File: config.mk
export PLATFORM = sky130hd
export DESIGN_NAME = lcd_read_fsm
export DESIGN_NICKNAME = d
export VERILOG_FILES = /design/src/rtl/lcd_pkg.sv /design/src/rtl/lcd_nibble_timer.sv /design/src/rtl/lcd_read_fsm.sv
export SDC_FILE = /design/constraint.sdc
export NUM_CORES = 1
export LEC_CHECK = 0
export ABC_AREA = 0
export BUFFER_PORTS_ARGS = -buffer_cell sky130_fd_sc_hd__buf_2
export CAP_MARGIN = 15
export CORE_ASPECT_RATIO = 0.9
export CORE_MARGIN = 2
export CORE_UTILIZATION = 56
export CTS_BUF_LIST = sky130_fd_sc_hd__clkbuf_16
export DETAILED_ROUTE_END_ITERATION = 10
export GPL_TIMING_DRIVEN = 0
export PLACE_DENSITY = 0.9
export SLEW_MARGIN = 20
export SYNTH_ARGS = -nofsm -noshare
export SYNTH_HDL_FRONTEND = slang
export SYNTH_HIERARCHICAL = 1
export SYNTH_SLANG_ARGS = --single-unit
File: constraint.sdc
create_clock -name clk -period 5.35 [get_ports clk]
set_input_delay 1.07 -clock clk [delete_from_list [all_inputs] [get_ports clk]]
set_output_delay 1.07 -clock clk [all_outputs]
set_load 0.05 [all_outputs]
File: src/rtl/lcd_pkg.sv
// Shared definitions for the HD44780 4-bit LCD engines: state encodings,
// default timing constants and the RS/RW control field layout.
package lcd_pkg;

    localparam logic [3:0] S_IDLE        = 4'd0;
    localparam logic [3:0] S_SETUP_HIGH  = 4'd1;
    localparam logic [3:0] S_ACTIVE_HIGH = 4'd2;
    localparam logic [3:0] S_HOLD_HIGH   = 4'd3;
    localparam logic [3:0] S_GAP         = 4'd4;
    localparam logic [3:0] S_SETUP_LOW   = 4'd5;
    localparam logic [3:0] S_ACTIVE_LOW  = 4'd6;
    localparam logic [3:0] S_HOLD_LOW    = 4'd7;
    localparam logic [3:0] S_DONE        = 4'd8;

    typedef enum logic [3:0] {
        ST_IDLE        = S_IDLE,
        ST_SETUP_HIGH  = S_SETUP_HIGH,
        ST_ACTIVE_HIGH = S_ACTIVE_HIGH,
        ST_HOLD_HIGH   = S_HOLD_HIGH,
        ST_GAP         = S_GAP,
        ST_SETUP_LOW   = S_SETUP_LOW,
        ST_ACTIVE_LOW  = S_ACTIVE_LOW,
        ST_HOLD_LOW    = S_HOLD_LOW,
        ST_DONE        = S_DONE
    } lcd_state_t;

    localparam int DEF_T_SETUP   = 2;
    localparam int DEF_T_E_HIGH  = 12;
    localparam int DEF_T_HOLD    = 1;
    localparam int DEF_T_GAP     = 50;
    localparam int DEF_T_DONE    = 2;
    localparam int DEF_MAX_POLLS = 255;

    localparam int TIMER_W     = 12;
    localparam int CTRL_W      = 2;
    localparam int CTRL_RS_BIT = 1;
    localparam int CTRL_RW_BIT = 0;

endpackage

File: src/rtl/lcd_nibble_timer.sv
// Phase timer for the LCD engines: free-running count with synchronous clear
// and a terminal-count flag on the last cycle of a phase of length 'limit'.
module lcd_nibble_timer
    import lcd_pkg::*;
(
    input  logic               clk,
    input  logic               reset,
    input  logic               clear,
    input  logic [TIMER_W-1:0] limit,
    output logic               tc
);

    logic [TIMER_W-1:0] count_r;

    // Phase counter, restarted by the owning FSM on every state change
    always_ff @(posedge clk or posedge reset) begin
        if (reset) begin
            count_r <= {TIMER_W{1'b0}};
        end else if (clear) begin
            count_r <= {TIMER_W{1'b0}};
        end else begin
            count_r <= count_r + {{(TIMER_W-1){1'b0}}, 1'b1};
        end
    end

    assign tc = (count_r == (limit - {{(TIMER_W-1){1'b0}}, 1'b1}));

endmodule

File: src/rtl/lcd_read_fsm.sv
// 4-bit-mode LCD read engine: status (RS=0) or data (RS=1) byte read.
// Optional busy-flag polling is enabled by defining LCD_BUSY_POLL_EN.
module lcd_read_fsm
    import lcd_pkg::*;
#(
    parameter int T_SETUP  = DEF_T_SETUP,
    parameter int T_E_HIGH = DEF_T_E_HIGH,
    parameter int T_HOLD   = DEF_T_HOLD,
    parameter int T_GAP    = DEF_T_GAP,
    parameter int T_DONE   = DEF_T_DONE
`ifdef LCD_BUSY_POLL_EN
    , parameter int MAX_POLLS = DEF_MAX_POLLS
`endif
) (
    input  logic       clk,
    input  logic       reset,
    input  logic       start,
    input  logic       rs_sel,
    input  logic [3:0] sf_d_in,
    output logic       lcd_e,
    output logic       lcd_rs,
    output logic       lcd_rw,
    output logic       sf_d_oe,
    output logic       active,
    output logic       done,
    output logic [7:0] rd_data,
    output logic       busy_flag,
    output logic [6:0] addr,
    output logic       timeout
);

    lcd_state_t         state_r;
    lcd_state_t         next_state_s;
    logic [TIMER_W-1:0] limit_s;
    logic               tc_s;
    logic               clear_s;
    logic               rs_lat_r;
    logic               rs_next_s;
    logic [CTRL_W-1:0]  ctrl_s;
    logic               done_entry_s;
    logic               done_gate_s;
    logic               poll_loop_s;

    lcd_nibble_timer u_timer (
        .clk   (clk),
        .reset (reset),
        .clear (clear_s),
        .limit (limit_s),
        .tc    (tc_s)
    );

    // State register
    always_ff @(posedge clk or posedge reset) begin
        if (reset) begin
            state_r <= ST_IDLE;
        end else begin
            state_r <= next_state_s;
        end
    end

    // Next-state and phase-length selection
    always_comb begin
        next_state_s = state_r;
        limit_s      = {{(TIMER_W-1){1'b0}}, 1'b1};
        case (state_r)
            ST_IDLE: begin
                if (start) next_state_s = ST_SETUP_HIGH;
                else       next_state_s = ST_IDLE;
            end
            ST_SETUP_HIGH: begin
                limit_s = TIMER_W'(T_SETUP);
                if (tc_s) next_state_s = ST_ACTIVE_HIGH;
                else      next_state_s = ST_SETUP_HIGH;
            end
            ST_ACTIVE_HIGH: begin
                limit_s = TIMER_W'(T_E_HIGH);
                if (tc_s) next_state_s = ST_HOLD_HIGH;
                else      next_state_s = ST_ACTIVE_HIGH;
            end
            ST_HOLD_HIGH: begin
                limit_s = TIMER_W'(T_HOLD);
                if (tc_s) next_state_s = ST_GAP;
                else      next_state_s = ST_HOLD_HIGH;
            end
            // The gap also separates successive polls; then it restarts the upper nibble
            ST_GAP: begin
                limit_s = TIMER_W'(T_GAP);
                if (tc_s && poll_loop_s) next_state_s = ST_SETUP_HIGH;
                else if (tc_s)           next_state_s = ST_SETUP_LOW;
                else                     next_state_s = ST_GAP;
            end
            ST_SETUP_LOW: begin
                limit_s = TIMER_W'(T_SETUP);
                if (tc_s) next_state_s = ST_ACTIVE_LOW;
                else      next_state_s = ST_SETUP_LOW;
            end
            ST_ACTIVE_LOW: begin
                limit_s = TIMER_W'(T_E_HIGH);
                if (tc_s) next_state_s = ST_HOLD_LOW;
                else      next_state_s = ST_ACTIVE_LOW;
            end
            ST_HOLD_LOW: begin
                limit_s = TIMER_W'(T_HOLD);
                if (tc_s) next_state_s = ST_DONE;
                else      next_state_s = ST_HOLD_LOW;
            end
            ST_DONE: begin
                limit_s = TIMER_W'(T_DONE);
                if (tc_s && poll_loop_s) next_state_s = ST_GAP;
                else if (tc_s)           next_state_s = ST_IDLE;
                else                     next_state_s = ST_DONE;
            end
            default: begin
                next_state_s = ST_IDLE;
            end
        endcase
    end

    assign clear_s      = (next_state_s != state_r) || (state_r == ST_IDLE);
    assign done_entry_s = (state_r == ST_HOLD_LOW) && (next_state_s == ST_DONE);

    // RS/RW for the upcoming cycle; RS comes straight from rs_sel on the accepting edge
    always_comb begin
        ctrl_s    = {CTRL_W{1'b0}};
        rs_next_s = (state_r == ST_IDLE) ? rs_sel : rs_lat_r;
        if (next_state_s == ST_IDLE) begin
            ctrl_s = {CTRL_W{1'b0}};
        end else begin
            ctrl_s[CTRL_RS_BIT] = rs_next_s;
            ctrl_s[CTRL_RW_BIT] = 1'b1;
        end
    end

    // Registered pin, handshake and capture outputs
    always_ff @(posedge clk or posedge reset) begin
        if (reset) begin
            lcd_e     <= 1'b0;
            lcd_rs    <= 1'b0;
            lcd_rw    <= 1'b0;
            active    <= 1'b0;
            done      <= 1'b0;
            rs_lat_r  <= 1'b0;
            rd_data   <= 8'h00;
            busy_flag <= 1'b0;
            addr      <= 7'h00;
        end else begin
            lcd_e  <= (next_state_s == ST_ACTIVE_HIGH) || (next_state_s == ST_ACTIVE_LOW);
            lcd_rs <= ctrl_s[CTRL_RS_BIT];
            lcd_rw <= ctrl_s[CTRL_RW_BIT];
            active <= (next_state_s != ST_IDLE);
            done   <= done_entry_s && done_gate_s;
            if ((state_r == ST_IDLE) && start) rs_lat_r <= rs_sel;
            if ((state_r == ST_ACTIVE_HIGH) && tc_s) rd_data[7:4] <= sf_d_in;
            if ((state_r == ST_ACTIVE_LOW) && tc_s)  rd_data[3:0] <= sf_d_in;
            if (done_entry_s && !rs_lat_r) begin
                busy_flag <= rd_data[7];
                addr      <= rd_data[6:0];
            end
        end
    end

    assign sf_d_oe = 1'b0;

`ifdef LCD_BUSY_POLL_EN
    logic [7:0] poll_cnt_r;
    logic       repoll_r;
    logic       bf_s;
    logic       limit_hit_s;

    assign bf_s        = !rs_lat_r && rd_data[7];
    assign limit_hit_s = (poll_cnt_r >= 8'(MAX_POLLS - 1));
    assign done_gate_s = !bf_s || limit_hit_s;
    assign poll_loop_s = repoll_r;

    // Busy-poll bookkeeping: decide at DONE entry, count each restart out of GAP
    always_ff @(posedge clk or posedge reset) begin
        if (reset) begin
            poll_cnt_r <= 8'h00;
            repoll_r   <= 1'b0;
            timeout    <= 1'b0;
        end else if ((state_r == ST_IDLE) && start) begin
            poll_cnt_r <= 8'h00;
            repoll_r   <= 1'b0;
            timeout    <= 1'b0;
        end else if (done_entry_s) begin
            repoll_r <= bf_s && !limit_hit_s;
            timeout  <= bf_s && limit_hit_s;
        end else if ((state_r == ST_GAP) && (next_state_s == ST_SETUP_HIGH)) begin
            repoll_r   <= 1'b0;
            poll_cnt_r <= poll_cnt_r + 8'h01;
        end
    end
`else
    assign done_gate_s = 1'b1;
    assign poll_loop_s = 1'b0;
    assign timeout     = 1'b0;
`endif

endmodule

# After elaboration in Yosys (flattened, before gate mapping)
# Cells that the tools add are included.
[totals] in_bits=8 reg_bits=38
[classes] addsub=2 reduce_logical=13 eq_ne=13 mux=14
[op_table] cell="case mux 4 bit (9 select lines)" count=1
[op_table] cell="== test 4 x 3 -> 1 bit, second input constant" count=5
[op_table] cell="case mux 6 bit (3 select lines)" count=1
[op_table] cell="adder 12 x 1 -> 12 bit, second input constant" count=1
[op_table] cell="== test 12 bit" count=1
[op_table] cell="== test 4 x 2 -> 1 bit, second input constant" count=3
[op_table] cell="two-way mux 12 bit" count=1
[op_table] cell="== test 4 bit, second input constant" count=2
[op_table] cell="logical NOT 4 bit" count=2
[op_table] cell="two-way mux 4 bit" count=2
[op_table] cell="subtractor 6 x 1 -> 7 bit, second input constant" count=1
[op_table] cell="two-way mux 2 bit" count=3
[op_table] cell="logical AND 1 bit" count=5
[op_table] cell="two-way mux 1 bit" count=5
[op_table] cell="== test 4 x 1 -> 1 bit, second input constant" count=1
[op_table] cell="inequality test 4 bit" count=1
[op_table] cell="nonzero test 4 bit" count=1
[op_table] cell="two-way mux 3 bit" count=1
[op_table] cell="OR reduction 3 bit" count=1
[op_table] cell="logical OR 1 bit" count=2
[op_table] cell="OR reduction 2 bit" count=1
[op_table] cell="logical NOT 1 bit" count=1

# Depth between registers and ports, before layout
# Gate-level depths: netlist of the first run.
[depth] depth_word=10 ltp_mapped=14 mapped_depth_nobuf=13

# Modules after synthesis
# The synthesis of the first run kept the hierarchy.
[modules_own_cells] module="lcd_read_fsm" area_each_um2=1133.6 instances=1 cells_per_inst=91
[modules_own_cells] module="lcd_nibble_timer" area_each_um2=914.6 instances=1 cells_per_inst=108

# Least setup slack after synthesis of the first run
# No wires, ideal clock.
[synth_timing] path_kind="reg-to-reg" start="register state_r[3]" end="register addr[0]" n_path_buf=2 stages_incl_launch_ff=13 path_slack_ps=1458 setup_time_ps=125 arrival_ps=3767 path_cell_list="dfrtp_1 > clkbuf_2 > clkbuf_1 > nor2_1 > nor2_1 > or4_2 > o21ai_0 > a221oi_1 > a2111oi_0 > and4_1 > nand4b_4 > nor3_4 > mux2_2"
[synth_via] elab_chain_len=10
[synth_lines] item="from (decl)" line_no="lcd_read_fsm.sv:32" source="lcd_state_t state_r;"
[synth_lines] item="from (signal assigned)" line_no="lcd_read_fsm.sv:57" source="state_r <= next_state_s;"
[synth_lines] item="== test 4 bit, or another cell as far along" line_no="lcd_read_fsm.sv:65" source="case (state_r)"
[synth_lines] item="OR reduction 3 bit (no source line) or OR reduction 2 bit (tied branches)"
[synth_lines] item="case mux 6 bit (3 select lines) *" line_no="lcd_read_fsm.sv:65"
[synth_lines] item="net limit_s[2]" line_no="lcd_read_fsm.sv:34" source="logic [TIMER_W-1:0] limit_s;"
[synth_lines] item="subtractor 6 x 1 -> 7 bit *" line_no="lcd_nibble_timer.sv:26" source="assign tc = (count_r == (limit - {{(TIMER_W-1){1'b0}}, 1'b1}));"
[synth_lines] item="== test 12 bit *" line_no="lcd_nibble_timer.sv:26"
[synth_lines] item="net tc_s" line_no="lcd_read_fsm.sv:35" source="logic tc_s;"
[synth_lines] item="two-way mux 4 bit, or another cell as far along" line_no="lcd_read_fsm.sv:104" source="if (tc_s) next_state_s = ST_DONE;"
[synth_lines] item="case mux 4 bit (9 select lines) *" line_no="lcd_read_fsm.sv:65"
[synth_lines] item="== test 4 bit *" line_no="lcd_read_fsm.sv:120" source="assign done_entry_s = (state_r == ST_HOLD_LOW) && (next_state_s == ST_DONE);"
[synth_lines] item="logical AND 1 bit *" line_no="lcd_read_fsm.sv:120"
[synth_lines] item="logical AND 1 bit *" line_no="lcd_read_fsm.sv:155" source="if (done_entry_s && !rs_lat_r) begin"
[synth_lines] item="to (signal assigned)" line_no="lcd_read_fsm.sv:157" source="addr <= rd_data[6:0];"
[synth_lines] item="to (decl)" line_no="lcd_read_fsm.sv:28" source="output logic [6:0] addr,"
# The timed path passes the listed nets; every way through them passes the cells marked *.
# A chain may end at the register's enable or synchronous reset.

# Worst setup path in the final report of the first run
[layout_timing] start="register state_r[3]" end="register rd_data[3]"
[layout_via] elab_chain_len=6
[layout_lines] item="== test 4 bit, or another cell as far along" line_no="lcd_read_fsm.sv:65"
[layout_lines] item="OR reduction 3 bit (no source line) or OR reduction 2 bit (tied branches)"
[layout_lines] item="case mux 6 bit (3 select lines) *" line_no="lcd_read_fsm.sv:65"
[layout_lines] item="net limit_s[2]" line_no="lcd_read_fsm.sv:34"
[layout_lines] item="subtractor 6 x 1 -> 7 bit *" line_no="lcd_nibble_timer.sv:26"
[layout_lines] item="== test 12 bit *" line_no="lcd_nibble_timer.sv:26"
[layout_lines] item="net tc_s" line_no="lcd_read_fsm.sv:35"
[layout_lines] item="logical AND 1 bit *" line_no="lcd_read_fsm.sv:154" source="if ((state_r == ST_ACTIVE_LOW) && tc_s) rd_data[3:0] <= sf_d_in;"
[layout_lines] item="to (signal assigned)" line_no="lcd_read_fsm.sv:154"
[layout_lines] item="to (decl)" line_no="lcd_read_fsm.sv:26" source="output logic [7:0] rd_data,"
# Marked as above.

==> results of run 1 <==
-- cell usage in the layout (no fill, tap or decap), drive strengths merged, types with 2 or more instances in the layout --
cell / n
dfrtp: 37
buf: 36
nor2: 25
conb: 20
mux2: 17
xnor2: 14
xor2: 11
inv: 9
clkbuf: 9
nand3: 8
nand2: 7
nand2b: 6
nor4: 5
o21ai: 5
and3: 4
nor3: 4
or4: 4
a21oi: 3
o31a: 2
a31oi: 2
nand3b: 2
or3: 2
and4: 2
ha: 2
-- worst max-delay path by stage --
stage | startpoint | to | slack, ns
final | state_r[3] | rd_data[3] | 0.84
after global routing | state_r[3] | rd_data[3] | 0.27
after CTS | state_r[3] | rd_data[3] | 0.88
after detailed placement | state_r[3] | rd_data[3] | 0.90
after global placement | state_r[3] | rd_data[0] | 0.92
after floorplan | state_r[3] | addr[0] | 1.46
-- cell usage after synthesis, types with 3 or more instances --
library cell  count
dfrtp_1          37
nor2_1           25
mux2_2           17
xnor2_1          14
xor2_1           11
inv_1             8
nand3_1           8
nand2_1           7
nand2b_1          6
nor4_1            5
o21ai_0           5
and3_1            4
buf_4             4
a21oi_1           3
buf_2             3
clkbuf_1          3
-- metrics by stage --
step	util, %	hold slack, ns	cells
final	72.7	0.505	299
after global routing	72.7	0.520	299
after CTS	72.7	0.506	299
after detailed placement	67.8	0.490	291
after global placement	67.5	0.483	290
after floorplan	-	0.465	218
-- layout make-up --
cell class	count	area [um^2]	share of cell area [%]
buffer	11	61.3	2.46
multi-input combinational	162	1110	44.5
clock inverter	3	42.5	1.71
clock buffer	5	125	5.02
timing repair buffer	29	145	5.82
inverter	8	30.0	1.20
sequential	37	926	37.1
tap	44	55.1	2.21
-- critical path, cell delays in order (launching register included) --
cell,delay [ns]
dfrtp_1,0.35
clkbuf_2,0.15
clkbuf_1,0.24
nor2_1,0.68
nor2_1,0.24
or4_2,0.73
o21ai_0,0.18
a221oi_1,0.11
a2111oi_0,0.33
and4_1,0.46
nand4b_4,0.16
nor2_1,0.36
mux2_2,0.40
-- cells by family after synthesis --
family	Yosys count
buf+inv	19
fa+ha+maj	3
simple gates	76
compound gates	20
other cells	1
xor+xnor	25
mux	18
flops	37
-- layer usage --
metal,GRT usage (%),wire (um)
met2,39.9,2070
met3,5.30,178
met1,31.1,1870
met4,8.16,72
met5,0,0
-- power breakdown --
group	switching [mW]	internal, mW	total [mW]
registers	0.0348	0.312	0.346
logic	0.112	0.0903	0.202
clock network	0.109	0.219	0.328
-- sequential cells by signal, summed over array words and instances, names as in the netlist --
register,count
u_timer/count_r,12
done,1
state_r,4
active,1
rs_lat_r,1
rd_data,8
lcd_rs,1
busy_flag,1
addr,7
lcd_e,1
==> impl_metrics.env, run 1 <==
export IMPL_post_cts_buffers=0
export IMPL_netlist_top_cells_area="dfrtp_1, mux2_2, xnor2_1"
export IMPL_worstSetupStartpointType="register"
export IMPL_io_buffers=28
export IMPL_io_pin_count=31
export IMPL_routabilityCongestion=0.877
export IMPL_total_power_uw=876
export IMPL_totalWireLength_um=4180
export IMPL_cp_arrival_ns=4.66
export IMPL_r2r_end="rd_data[3]"
export IMPL_required_ns=5.51
export IMPL_die_x_um=67.8
export IMPL_grt_usage_pct=23.9
export IMPL_firstDrtPassIters=4
export IMPL_nFillCells=236
export IMPL_timing_final_hold_violations=0
export IMPL_dieArea_um2=4160
export IMPL_drt_first_iter_violations=139
export IMPL_synth_top_area_cell="dfrtp_1"
export IMPL_cp_max_fo=16
export IMPL_drv_cap=0
export IMPL_globalRouteOverflowTotal=0
export IMPL_cts_tree="done"
export IMPL_synth_xor_area_share_pct=10.7
export IMPL_ctsResizeCount=0
export IMPL_synth_top_area_share_pct=45.2
export IMPL_syn_area_um2=2050
export IMPL_htree_levels=2
export IMPL_drc=0
export IMPL_synth_cell_type_count=47
export IMPL_grt_pass1_wl_um=7220
export IMPL_clk_latency_ns=0.28
export IMPL_synth_adder_area_share_pct=1.71
export IMPL_synthMuxAreaShare_pct=9.84
export IMPL_outcome="finished clean"
export IMPL_synth_edf_count=0
export IMPL_leakage_nw=1.29
export IMPL_whs_endpoint="addr[5]"
export IMPL_peakVddDrop_mv=0.214
export IMPL_tns_ns=0
export IMPL_drive_above_1_share_pct=27.1
export IMPL_end_kind="register"
export IMPL_synth_compound_area_share_pct=6.60
export IMPL_setup_viol=0
export IMPL_ant_nets=0
export IMPL_post_drt_wl_per_cell_um=14.0
export IMPL_post_dp_hpwl_um=3020
export IMPL_synth_warnings=6
export IMPL_min_path_type="reg -> reg"
export IMPL_grt_max_degree=26
export IMPL_reg2reg_from="state_r[3]"
export IMPL_worstHoldStart="addr[5]"
export IMPL_die_h_um=61.4
export IMPL_synth_top_family_by_area="simple AND/OR/NAND/NOR gates"
export IMPL_antenna_cells=0
export IMPL_avgSynthCellArea_um2=10.3
export IMPL_synth_seq_cells=37
export IMPL_final_max_slew_viol_count=0
export IMPL_core_um2=3430
export IMPL_setup_slack_ns=0.844
export IMPL_fin_nets=264
export IMPL_syn2layout_area_growth_pct=21.7
export IMPL_antenna_found_initial=0
export IMPL_cts_clk_slew_worst_paths_ns=0.06
export IMPL_synth_async_sr_flop_share_pct=100
export IMPL_clock_path_buffers=2
export IMPL_place_ws_ns=0.896
export IMPL_clock_sinks=37
export IMPL_cts_root_buf="clkbuf_16"
export IMPL_dr_total_vias=1586
export IMPL_rrSetupSlack_ns=0.84
export IMPL_min_path_cells=1
export IMPL_fmax_mhz=222
export IMPL_synthSimpleGateAreaFrac_pct=21.3
export IMPL_start_util_pct=59.7
export IMPL_rr_worst_depth=12
export IMPL_first_global_vias=1568
export IMPL_cts_made_buffers=5
export IMPL_period_needed_ns=4.51
export IMPL_via_per_inst=5.30
export IMPL_synth_main_ff_cell="dfrtp_1"
export IMPL_worstMarginPinSlew_ns=0.914
export IMPL_final_area_um2=2490
export IMPL_placed_cell_area_um2=2330
export IMPL_yosysSeqAreaShare_pct=45.2
export IMPL_num_rows=20
export IMPL_finClkSkew_ns=0.00372
export IMPL_criticalPathCategory="reg -> reg"
export IMPL_slew_headroom_pct=39.0
export IMPL_post_route_period_util_pct=84.2
export IMPL_power_density_nw_per_um2=351
export IMPL_rsz0062_at_grt="false"
export IMPL_ctsHoldBuffers=0
export IMPL_synthCells=199
Note: power is estimated with default switching activity, not from simulation.
==> run 2: changes to the inputs <==
--- a/config.mk
+++ b/config.mk
@@ -10,11 +10,11 @@
 export CAP_MARGIN = 15
 export CORE_ASPECT_RATIO = 0.9
 export CORE_MARGIN = 2
-export CORE_UTILIZATION = 56
+export CORE_UTILIZATION = 51
 export CTS_BUF_LIST = sky130_fd_sc_hd__clkbuf_16
 export DETAILED_ROUTE_END_ITERATION = 10
 export GPL_TIMING_DRIVEN = 0
-export PLACE_DENSITY = 0.9
+export PLACE_DENSITY = 0.87
 export SLEW_MARGIN = 20
 export SYNTH_ARGS = -nofsm -noshare
 export SYNTH_HDL_FRONTEND = slang
==> constraint.sdc (replaced) <==
create_clock -name clk -period 3.6 [get_ports clk]
set_input_delay 0.72 -clock clk [delete_from_list [all_inputs] [get_ports clk]]
set_output_delay 0.72 -clock clk [all_outputs]
set_load 0.05 [all_outputs]
==> impl_metrics.env, run 2 (same netlist as run 1, synthesis figures left out) <==
export IMPL_cts_tree="done"
export IMPL_io_pin_count=31
export IMPL_grt_busiest_layer="met2"
export IMPL_timing_final_hold_violations=0
export IMPL_routabilityCongestion=0.789
export IMPL_worstMarginPinSlew_ns=0.917
export IMPL_antenna_cells=0
export IMPL_setup_slack_ns=0.104
export IMPL_min_path_type="in -> async"
export IMPL_drt_first_iter_violations=175
export IMPL_ctsHoldBuffers=0
export IMPL_power_density_nw_per_um2=492
export IMPL_clk_latency_ns=0.28
export IMPL_most_common_layout_cells="dfrtp_1, buf_2, nor2_1, conb_1, mux2_2"
export IMPL_required_ns=3.76
export IMPL_peakVddDrop_mv=0.425
export IMPL_dr_total_vias=1757
export IMPL_post_route_period_util_pct=97.1
export IMPL_htree_levels=2
export IMPL_grt_pass1_wl_um=8200
export IMPL_leakage_nw=1.35
export IMPL_first_global_vias=1712
export IMPL_outcome="finished clean"
export IMPL_worstSetupStartpointType="register"
export IMPL_rsz0062_at_grt="true"
export IMPL_cp_arrival_ns=3.66
export IMPL_num_rows=21
export IMPL_post_dp_hpwl_um=2880
export IMPL_gr_usage_met2_pct=39.8
export IMPL_globalRouteOverflowTotal=0
export IMPL_period_needed_ns=3.50
export IMPL_place_ws_ns=-0.465
export IMPL_antenna_found_initial=0
export IMPL_end_kind="register"
export IMPL_grt_max_degree=26
export IMPL_post_drt_wl_per_cell_um=17.1
export IMPL_drive_above_1_share_pct=36.9
export IMPL_syn2layout_area_growth_pct=31.7
export IMPL_grt_usage_pct=23.8
export IMPL_drv_cap=0
export IMPL_clock_path_buffers=2
export IMPL_fin_nets=272
export IMPL_finClkSkew_ns=0.00512
export IMPL_totalWireLength_um=5270
export IMPL_clock_sinks=37
export IMPL_die_h_um=64.1
export IMPL_nFillCells=252
export IMPL_tns_ns=0
export IMPL_largest_register="u_timer/count_r"
export IMPL_slew_headroom_pct=38.8
export IMPL_dieArea_um2=4540
export IMPL_criticalPathCategory="reg -> reg"
export IMPL_via_per_inst=5.69
export IMPL_cts_root_buf="clkbuf_16"
export IMPL_reg_top3="u_timer/count_r x12, rd_data x8, addr x7"
export IMPL_drc=0
export IMPL_cts_made_buffers=5
export IMPL_final_common_cell="dfrtp_1"
export IMPL_use_met3_pct=5.05
export IMPL_cts_clk_slew_worst_paths_ns=0.06
export IMPL_io_buffers=28
export IMPL_start_util_pct=54.1
export IMPL_ant_nets=0
export IMPL_firstDrtPassIters=4
export IMPL_setup_viol=0
export IMPL_cp_max_fo=10
export IMPL_fmax_mhz=286
export IMPL_grt_use_met1_pct=28.9
export IMPL_core_um2=3780
export IMPL_largest_register_ffs=12
export IMPL_die_x_um=70.8
export IMPL_final_max_slew_viol_count=0
[run 2: cell count changes in the layout (fill, tap and decap cells not counted), sizes merged]
cell,previous run,this run
buf,36,45
bufinv,1,0
clkbuf,9,8
clkinvlp,0,1
[run 2: metal layers]
metal | routed length, um | vias to the layer above
met2 | 2670 | 86
met1 | 2100 | 847
met4 | 199 | 0
met5 | 0 | -
li1 | - | 797
met3 | 302 | 27
[run 2: path summary, 6_finish.rpt]
kind | start | endpoint | slack [ns] | cells after the start
min | reset | u_timer/count_r[2] | 0.44 | 2
max in group asynchronous | reset | rd_data[5] | 2.40 | 2
max | state_r[0] | busy_flag | 0.10 | 13
max reg2reg | state_r[0] | busy_flag | 0.10 | 13
min in group clk | addr[5] | addr[5] | 0.51 | 1
min reg2reg | addr[5] | addr[5] | 0.51 | 1
[run 2: through the flow]
stage | power (mW) | cells | hold slack (ns) | util [%] | instance area, um^2
final | 1.33 | 309 | 0.441 | 71.3 | 2700
after global routing | 1.39 | 309 | 0.480 | 71.3 | 2700
after CTS | 1.27 | 306 | 0.452 | 68.8 | 2600
after detailed placement | 0.816 | 292 | 0.494 | 61.6 | 2330
after global placement | 0.802 | 292 | 0.484 | 61.6 | 2330
after floorplan | 0.752 | 218 | 0.465 | - | 2130
[run 2: worst max-delay path, stage by stage (launching register included)]
cell and delay, ns:
dfrtp_1 0.39, buf_6 0.16, o21a_4 0.24, nor3_4 0.22, nor2_4 0.09, or4_4 0.56
o21ai_2 0.12, a221oi_1 0.11, a2111oi_2 0.36, and4_4 0.31, nand4b_4 0.15, nor3_4 0.18
buf_12 0.15, mux2_2 0.33
[run 2: what timing repair did]
| item | in CTS | in global routing |
|---|---|---|
| resized for setup | 17 | 18 |
| buffers inserted | 6 | 3 |
| cloned | 0 | 0 |
| endpoints found under the setup margin | 32 | 32 |
| pin swaps | 6 | 6 |
[run 2: cell type report]
| type | count | area, um^2 | area share, % |
|---|---|---|---|
| plain buffers | 11 | 78.8 | 2.92 |
| clock inverters | 3 | 21.3 | 0.788 |
| multi-input cells | 162 | 1230 | 45.8 |
| repair buffers | 37 | 224 | 8.30 |
| well taps | 46 | 57.6 | 2.13 |
| clock buffers | 5 | 125 | 4.64 |
| inverters | 8 | 30.0 | 1.11 |
| flip-flops and latches | 37 | 926 | 34.3 |
[run 2: where the power goes]
group / total [mW] / leakage [nW] / switching (mW) / internal, mW
Clock: 0.432 / 0.0702 / 0.175 / 0.257
Sequential: 0.519 / 0.490 / 0.0559 / 0.463
Combinational: 0.376 / 0.785 / 0.222 / 0.154
==> run 3: changes to the inputs <==
==> constraint.sdc (replaced) <==
create_clock -name clk -period 3.6 [get_ports clk]
set_input_delay 0 -clock clk [delete_from_list [all_inputs] [get_ports clk]]
set_output_delay 0 -clock clk [all_outputs]
set_load 0.05 [all_outputs]
==> impl_metrics.env, run 3 (same netlist as run 1, synthesis figures left out) <==
export IMPL_timing_final_hold_violations=0
export IMPL_finClkSkew_ns=0.00412
export IMPL_fin_nets=279
export IMPL_clkPwrFrac_pct=32.9
export IMPL_setup_viol=0
export IMPL_first_global_vias=1773
export IMPL_period_needed_ns=3.50
export IMPL_outcome="finished clean"
export IMPL_min_path_cells=3
export IMPL_reg_top3="u_timer/count_r x12, rd_data x8, addr x7"
export IMPL_largest_register_ffs=12
export IMPL_die_x_um=70.8
export IMPL_ant_nets=0
export IMPL_power_density_nw_per_um2=475
export IMPL_worstHoldStart="start"
export IMPL_leakage_nw=1.37
export IMPL_p_int_uw=873
export IMPL_fin_hold_ws_ns=0.0494
export IMPL_tns_ns=0
export IMPL_rrSetupSlack_ns=0.1
export IMPL_whs_endpoint="active"
export IMPL_placed_cells=292
export IMPL_via_per_inst=5.36
export IMPL_drv_cap=0
export IMPL_peakVddDrop_mv=0.412
export IMPL_clk_latency_ns=0.28
export IMPL_io_pin_count=31
export IMPL_cts_made_buffers=5
export IMPL_grt_busiest_layer="met2"
export IMPL_dr_total_vias=1695
export IMPL_die_h_um=64.1
export IMPL_cts_root_buf="clkbuf_16"
export IMPL_min_path_type="in -> reg"
export IMPL_most_common_layout_cells="dfrtp_1, buf_2, nor2_1, conb_1, mux2_2"
export IMPL_gr_usage_met2_pct=41.0
export IMPL_r2r_end="rd_data[4]"
export IMPL_drt_first_iter_violations=141
export IMPL_totalWireLength_um=5100
export IMPL_firstDrtPassIters=4
export IMPL_grt_pass1_wl_um=8310
export IMPL_worstSetupStartpointType="register"
export IMPL_comb_power_share_pct=27.3
export IMPL_fin_util_pct=72.4
export IMPL_grt_use_met1_pct=28.6
export IMPL_grt_usage_pct=24.1
export IMPL_required_ns=3.77
export IMPL_num_rows=21
export IMPL_antenna_cells=0
export IMPL_cp_max_fo=10
export IMPL_pwr_share_seq_pct=39.8
export IMPL_rr_worst_depth=13
export IMPL_criticalPathCategory="reg -> reg"
export IMPL_reg2reg_from="state_r[0]"
export IMPL_antenna_found_initial=0
export IMPL_dieArea_um2=4540
export IMPL_globalRouteOverflowTotal=0
export IMPL_drive_above_1_share_pct=34.4
export IMPL_fmax_mhz=286
export IMPL_p_sw_uw=428
export IMPL_final_max_slew_viol_count=0
export IMPL_drc=0
export IMPL_largest_register="u_timer/count_r"
export IMPL_start_util_pct=54.1
export IMPL_syn2layout_area_growth_pct=33.7
export IMPL_routabilityCongestion=0.789
export IMPL_htree_levels=2
export IMPL_use_met3_pct=4.42
export IMPL_grt_max_degree=26
export IMPL_cts_tree="done"
export IMPL_clock_sinks=37
export IMPL_post_route_period_util_pct=97.2
export IMPL_switching_share_pct=32.9
export IMPL_cts_clk_slew_worst_paths_ns=0.06
export IMPL_io_buffers=28
export IMPL_final_common_cell="dfrtp_1"
export IMPL_post_dp_hpwl_um=2880
export IMPL_worstMarginPinSlew_ns=0.940
export IMPL_post_drt_wl_per_cell_um=16.1
export IMPL_cp_arrival_ns=3.67
export IMPL_clock_path_buffers=2
export IMPL_end_kind="register"
export IMPL_slew_headroom_pct=37.2
export IMPL_core_um2=3780
export IMPL_finalNonFillerCells=316
-- run 3: cell types whose count changed in the layout (fill, tap and decap cells not counted), sizes merged --
| cell | previous run | this run |
|---|---|---|
| buf | 45 | 46 |
| dlygate4sd3 | 0 | 6 |
-- run 3: timing repair --
item,in CTS,in global routing
gates resized for setup,17,13
pin swaps,6,7
endpoints found under the hold margin,46,0
endpoints found under the setup margin,32,32
buffers inserted,6,4
hold buffers,6,0
-- run 3: worst max-delay path by stage --
stage                from    endpoint  slack, ns  cells past startpoint
2_1_floorplan  state_r[2]     addr[0]       0.02                     12
3_3_place_gp   state_r[3]   busy_flag      -0.34                     12
3_5_place_dp   state_r[2]   busy_flag      -0.47                     12
4_1_cts        state_r[3]   busy_flag       0.02                     13
5_1_grt        state_r[0]   busy_flag      -0.01                     15
6_report       state_r[0]  rd_data[4]        0.1                     13
-- run 3: critical path, stage by stage (launching register included) --
cell and delay [ns]:
dfrtp_1 0.39, buf_6 0.15, o21a_1 0.23, nor3_4 0.23
nor2_4 0.09, or4_4 0.55, o21ai_2 0.12, a221oi_1 0.10
a2111oi_1 0.37, and4_4 0.33, buf_4 0.16, and3_1 0.15
buf_2 0.16, mux2_2 0.35
-- run 3: power by group through the flow --
stage	combinational, mW	sequential, mW	clock (mW)
detailed placement	0.295	0.521	0
floorplan	0.240	0.511	0
global placement	0.286	0.516	0
global route	0.397	0.523	0.451
finish	0.355	0.517	0.429
CTS	0.325	0.515	0.431
-- run 3: through the flow --
| stage | total power [mW] | cell area [um^2] | worst slack, ns |
|---|---|---|---|
| 2_1_floorplan | 0.752 | 2130 | 0.0164 |
| 6_report | 1.30 | 2740 | 0.0997 |
| 5_1_grt | 1.37 | 2740 | -0.0135 |
| 3_5_place_dp | 0.816 | 2330 | -0.465 |
| 3_3_place_gp | 0.802 | 2330 | -0.340 |
| 4_1_cts | 1.27 | 2660 | 0.0187 |
-- run 3: per-layer routing --
layer,routed length [um],up-vias
met5,0,-
met4,111,0
met3,284,12
met2,2650,61
met1,2050,816
li1,-,806
-- run 3: cell type report --
class	instances	area, um^2
multi-input combinational	162	1210
fill	251	1050
sequential	37	926
timing repair buffer	44	292
clock buffer	5	125
buffer	11	78.8
tap	46	57.6
inverter	8	30.0
clock inverter	3	21.3
